==> src/rtl/ddr_pwrup_seq.sv <==
// ddr_pwrup_seq: DDR3 RESET_N/CKE power-up sequencer (ports: clk, rst, start, cke_en -> ddr_rst_n, ddr_cke, busy, done)
module ddr_pwrup_seq #(
  parameter int RST_CYCLES  = 80000,
  parameter int CKE_CYCLES  = 200000,
  parameter int TXPR_CYCLES = 128,
  parameter int CNT_WIDTH   = 18
) (
  input  logic clk,
  input  logic rst,
  input  logic start,
  input  logic cke_en,
  output logic ddr_rst_n,
  output logic ddr_cke,
  output logic busy,
  output logic done
);
  typedef enum logic [2:0] {IDLE, HOLD_RST, HOLD_CKE, TXPR, READY} state_t;
  localparam logic [CNT_WIDTH-1:0] RST_LD  = CNT_WIDTH'(RST_CYCLES - 1);
  localparam logic [CNT_WIDTH-1:0] CKE_LD  = CNT_WIDTH'(CKE_CYCLES - 1);
  localparam logic [CNT_WIDTH-1:0] TXPR_LD = CNT_WIDTH'(TXPR_CYCLES - 1);
  state_t state_q, state_d;
  logic [CNT_WIDTH-1:0] cnt_q, cnt_d;
  logic rst_n_q, rst_n_d, cke_q, cke_d, busy_q, busy_d, done_q, done_d;
  logic zero;
  always_comb begin
    zero    = cnt_q == '0;
    state_d = state_q;
    cnt_d   = cnt_q;
    case (state_q)
      IDLE, READY: if (start) begin
        state_d = HOLD_RST;
        cnt_d   = RST_LD;
      end
      HOLD_RST: begin
        state_d = zero ? HOLD_CKE : HOLD_RST;
        cnt_d   = zero ? CKE_LD : cnt_q - 1'b1;
      end
      HOLD_CKE: begin
        state_d = zero ? TXPR : HOLD_CKE;
        cnt_d   = zero ? TXPR_LD : cnt_q - 1'b1;
      end
      TXPR: begin
        state_d = zero ? READY : TXPR;
        cnt_d   = zero ? '0 : cnt_q - 1'b1;
      end
      default: begin
        state_d = IDLE;
        cnt_d   = '0;
      end
    endcase
    rst_n_d = state_d inside {HOLD_CKE, TXPR, READY};
    busy_d  = state_d inside {HOLD_RST, HOLD_CKE, TXPR};
    done_d  = state_d == READY;
    // CKE follows cke_en only once already in READY; the entry cycle keeps it high
    cke_d   = state_d == TXPR || (state_d == READY && (state_q != READY || cke_en));
  end
  always_ff @(posedge clk or posedge rst)
    if (rst) begin
      state_q <= IDLE;
      cnt_q   <= '0;
      rst_n_q <= 1'b0;
      cke_q   <= 1'b0;
      busy_q  <= 1'b0;
      done_q  <= 1'b0;
    end else begin
      state_q <= state_d;
      cnt_q   <= cnt_d;
      rst_n_q <= rst_n_d;
      cke_q   <= cke_d;
      busy_q  <= busy_d;
      done_q  <= done_d;
    end
  assign ddr_rst_n = rst_n_q;
  assign ddr_cke   = cke_q;
  assign busy      = busy_q;
  assign done      = done_q;
endmodule
==> config.mk <==
export PLATFORM = sky130hd
export DESIGN_NAME = ddr_pwrup_seq
export DESIGN_NICKNAME = d
export VERILOG_FILES = /design/src/rtl/ddr_pwrup_seq.sv
export SDC_FILE = /design/constraint.sdc
export NUM_CORES = 1
export LEC_CHECK = 0
export ABC_AREA = 1
export BUFFER_PORTS_ARGS = -buffer_cell sky130_fd_sc_hd__buf_2
export CORE_ASPECT_RATIO = 1.4
export CORE_MARGIN = 2
export CORE_UTILIZATION = 45
export DETAILED_ROUTE_END_ITERATION = 7
export PLACE_DENSITY = 0.67
export SYNTH_ARGS = -nofsm -noshare
export SYNTH_HDL_FRONTEND = slang
export SYNTH_SLANG_ARGS = --single-unit
==> constraint.sdc <==
create_clock -name clk -period 1.4 [get_ports clk]
set_input_delay 0.28 -clock clk [delete_from_list [all_inputs] [get_ports clk]]
set_output_delay 0.28 -clock clk [all_outputs]
set_load 0.005 [all_outputs]
==> impl_results.md <==
* Status: finished with violations
* Failing checks: negative setup slack
* Crit path buffers/inverters at 1
* Site Rows at 25
* CTS root buf: clkbuf_8
* Hold_buf cts at 0
* Crit end category: flip-flop
* Share of cells above drive strength 1 at 0.415
* CP startpoint kind: flip-flop
* Worst Max-Slew Pin Slew at 0.347 ns
* Cell chain of the critical path: inv_2, ha_4, nand3_4, nor2_4, nand2_4, nand2_4, nand3_4, nand2_1, o211ai_1
* H-tree levels at 1
* Tcrit/Tclk final at 1.10
* Family with the most delay on the worst path: simple AND/OR/NAND/NOR gates
* Post-DRT Antenna Nets at 0
* Ant. Diodes at 0
* Finished Core Util at 0.659
* Relative slew slack at 0.766
* Avg Cell Area, Syn at 7.47 um^2
* Max Cap Viol at 0
* Ys async rst share at 1.00
* Post-Syn Area at 1610 um^2
* Vias in the first global route at 1566
* Hold slack at 0.0324 ns
* Post-synthesis sequential area ratio at 0.388
* Slew Limit Fails at 0
* TritonCTS clock tree: built
* Port Buffer Count at 7
* Die Span X at 54.6 um
* Placer Congestion at 0.848
* GRT overflow at 0
* #FFs+latches synth at 25
* First DRT Iteration DRCs at 47
* Antenna violations before repair at 0
* Area Overhead vs Synth at 39.4%
* Final Hold Fails at 0
* Die area at 4090 um^2
* CTS Buf Count at 3
* Dpl hpwl at 3100 um
* Mapped Cells at 216
* Clock slew at reported path FFs at 0.09 ns
* P_leak at 1.14 nW
* Max clock buf depth at 2
* First-pass GRT wire length at 7170 um
* Post-synth cell types at 27
* DR WL/cell at 13.9 um
* Chip height at 74.8 um
* Slowest stage delay, CP at 0.41 ns
* TNS Setup at -1.59 ns
* Via/cell ratio at 5.17
* Clk sinks at 25
* Synth warnings at 0
* IO Count at 8
* Commonest non-fill, non-tap cells in the layout: nand2_1, buf_4, inv_1
* Gr usage total at 0.244
* Worst EP arrival at 1.70 ns
* Post-synth EDFFs at 0
* Critical path required time at 1.57 ns
* Pwr dens at 2160 nW/um^2
* Worst slack, placed at -0.172 ns
* HP Class: in2async
* Drt total wl at 4320 um
* Initial Util at 0.473
* Final setup fails at 22
* Most common cell after layout, fill and taps aside: nand2_1
* Min Clock Period, post-route at 1.54 ns
* CP Class: reg2reg
* Crit path setup slack, layout at -0.136 ns
* Largest net degree at the start of global routing at 26
* Worst skew pair latency at 0.28 ns
* Ys flop type: dfrtp_1
* Nets@finish at 277
* Core box area at 3410 um^2
* Routed vias at 1604
* Final Skew at 0.00247 ns
* Crit path max fanout at 6
* RSZ-0062 raised after global routing: true
* Synth Net Count at 222
* Crit-path slowest cell: dfrtp_1
* DRC violations left at 0
* FMAX at 651 MHz
* Worst VDD drop at 1.45 mV
* Drt first pass iters at 4
## final timing paths
kind	from	slack, ns	cells after the start	endpoint
max in group asynchronous	rst	1.11	3	cnt_q[3]
worst min-delay path	rst	0.03	3	cnt_q[4]
worst max register to register	cnt_q[0]	-0.14	9	cnt_q[1]
worst max-delay path	cnt_q[0]	-0.14	9	cnt_q[1]
worst min register to register	cnt_q[6]	0.56	2	cnt_q[6]
min in group clk	cke_en	0.23	3	ddr_cke
## Yosys cell counts (4+ instances only)
cell	instances	area share
o21ai_0	14	0.043
dfrtp_1	25	0.39
nand3_1	17	0.053
nor2_2	7	0.027
o21ai_1	8	0.025
nand2_1	49	0.11
inv_1	29	0.067
nand2_2	4	0.016
nor2_1	18	0.042
nand3_2	4	0.025
nor2_4	4	0.028
inv_2	4	0.0093
a21oi_1	4	0.012
xor2_1	8	0.043
## state kept, by name (all words and copies together), names as in the netlist
register   flops
busy           1
cnt_q         18
ddr_rst_n      1
state_q        3
done           1
ddr_cke        1
## final cells by class
cell class	instances	area, um^2
Tap cell	40	50.0
Multi-Input combinational cell	157	1020
Clock buffer	3	41.3
Inverter	33	124
Timing Repair Buffer	51	378
Sequential cell	25	629
Clock inverter	1	5.00
Fill cell	293	1160
## layer usage
| metal | vias to the layer above | GRT usage | share of wire | routed length, um |
|---|---|---|---|---|
| met1 | 765 | 0.308 | 0.42 | 1830 |
| li1 | 805 | - | - | - |
| met4 | 0 | 0.108 | 0.034 | 147 |
| met3 | 12 | 0.0238 | 0.021 | 92 |
| met2 | 22 | 0.411 | 0.52 | 2250 |
| met5 | - | 0 | 0 | 0 |
## what timing repair did
item | 4_1_cts | 5_1_grt
gates resized for setup | 23 | 26
buffers inserted | 3 | 5
setup endpoints to repair | 23 | 25
hold endpoints to repair | 0 | 0
pin swaps | 7 | 15
## report_power, final
group | internal, mW | switching, mW
sequential | 1.01 | 0.252
combinational | 1.37 | 1.78
clock | 0.200 | 0.253
## worst register-to-register path, stage by stage, from the launching register on
cell,delay (ns)
dfrtp_1,0.41
inv_2,0.11
ha_4,0.16
nand3_4,0.09
nor2_4,0.11
nand2_4,0.11
nand2_4,0.12
nand3_4,0.13
nand2_1,0.11
o211ai_1,0.08
## stage by stage
step                cells  total power, mW  instance area (um^2)
floorplan             216             2.77                  1610
global placement      298             3.79                  1980
detailed placement    298             3.82                  1980
CTS                   305             4.59                  2140
global route          310             5.25                  2250
finish                310             4.86                  2250
## cell families (layout without fill, tap and decap cells)
family	after synthesis	after routing	share of synthesized area
AO/OA/AOI/OAI	33	33	0.121
flip-flops	25	25	0.388
buffers and inverters	34	88	0.0799
AND/OR/NAND/NOR	114	114	0.352
XOR/XNOR	8	8	0.0434
adder cells (fa/ha/maj)	2	2	0.0155
No activity file was read; power rests on OpenSTA's default activity.
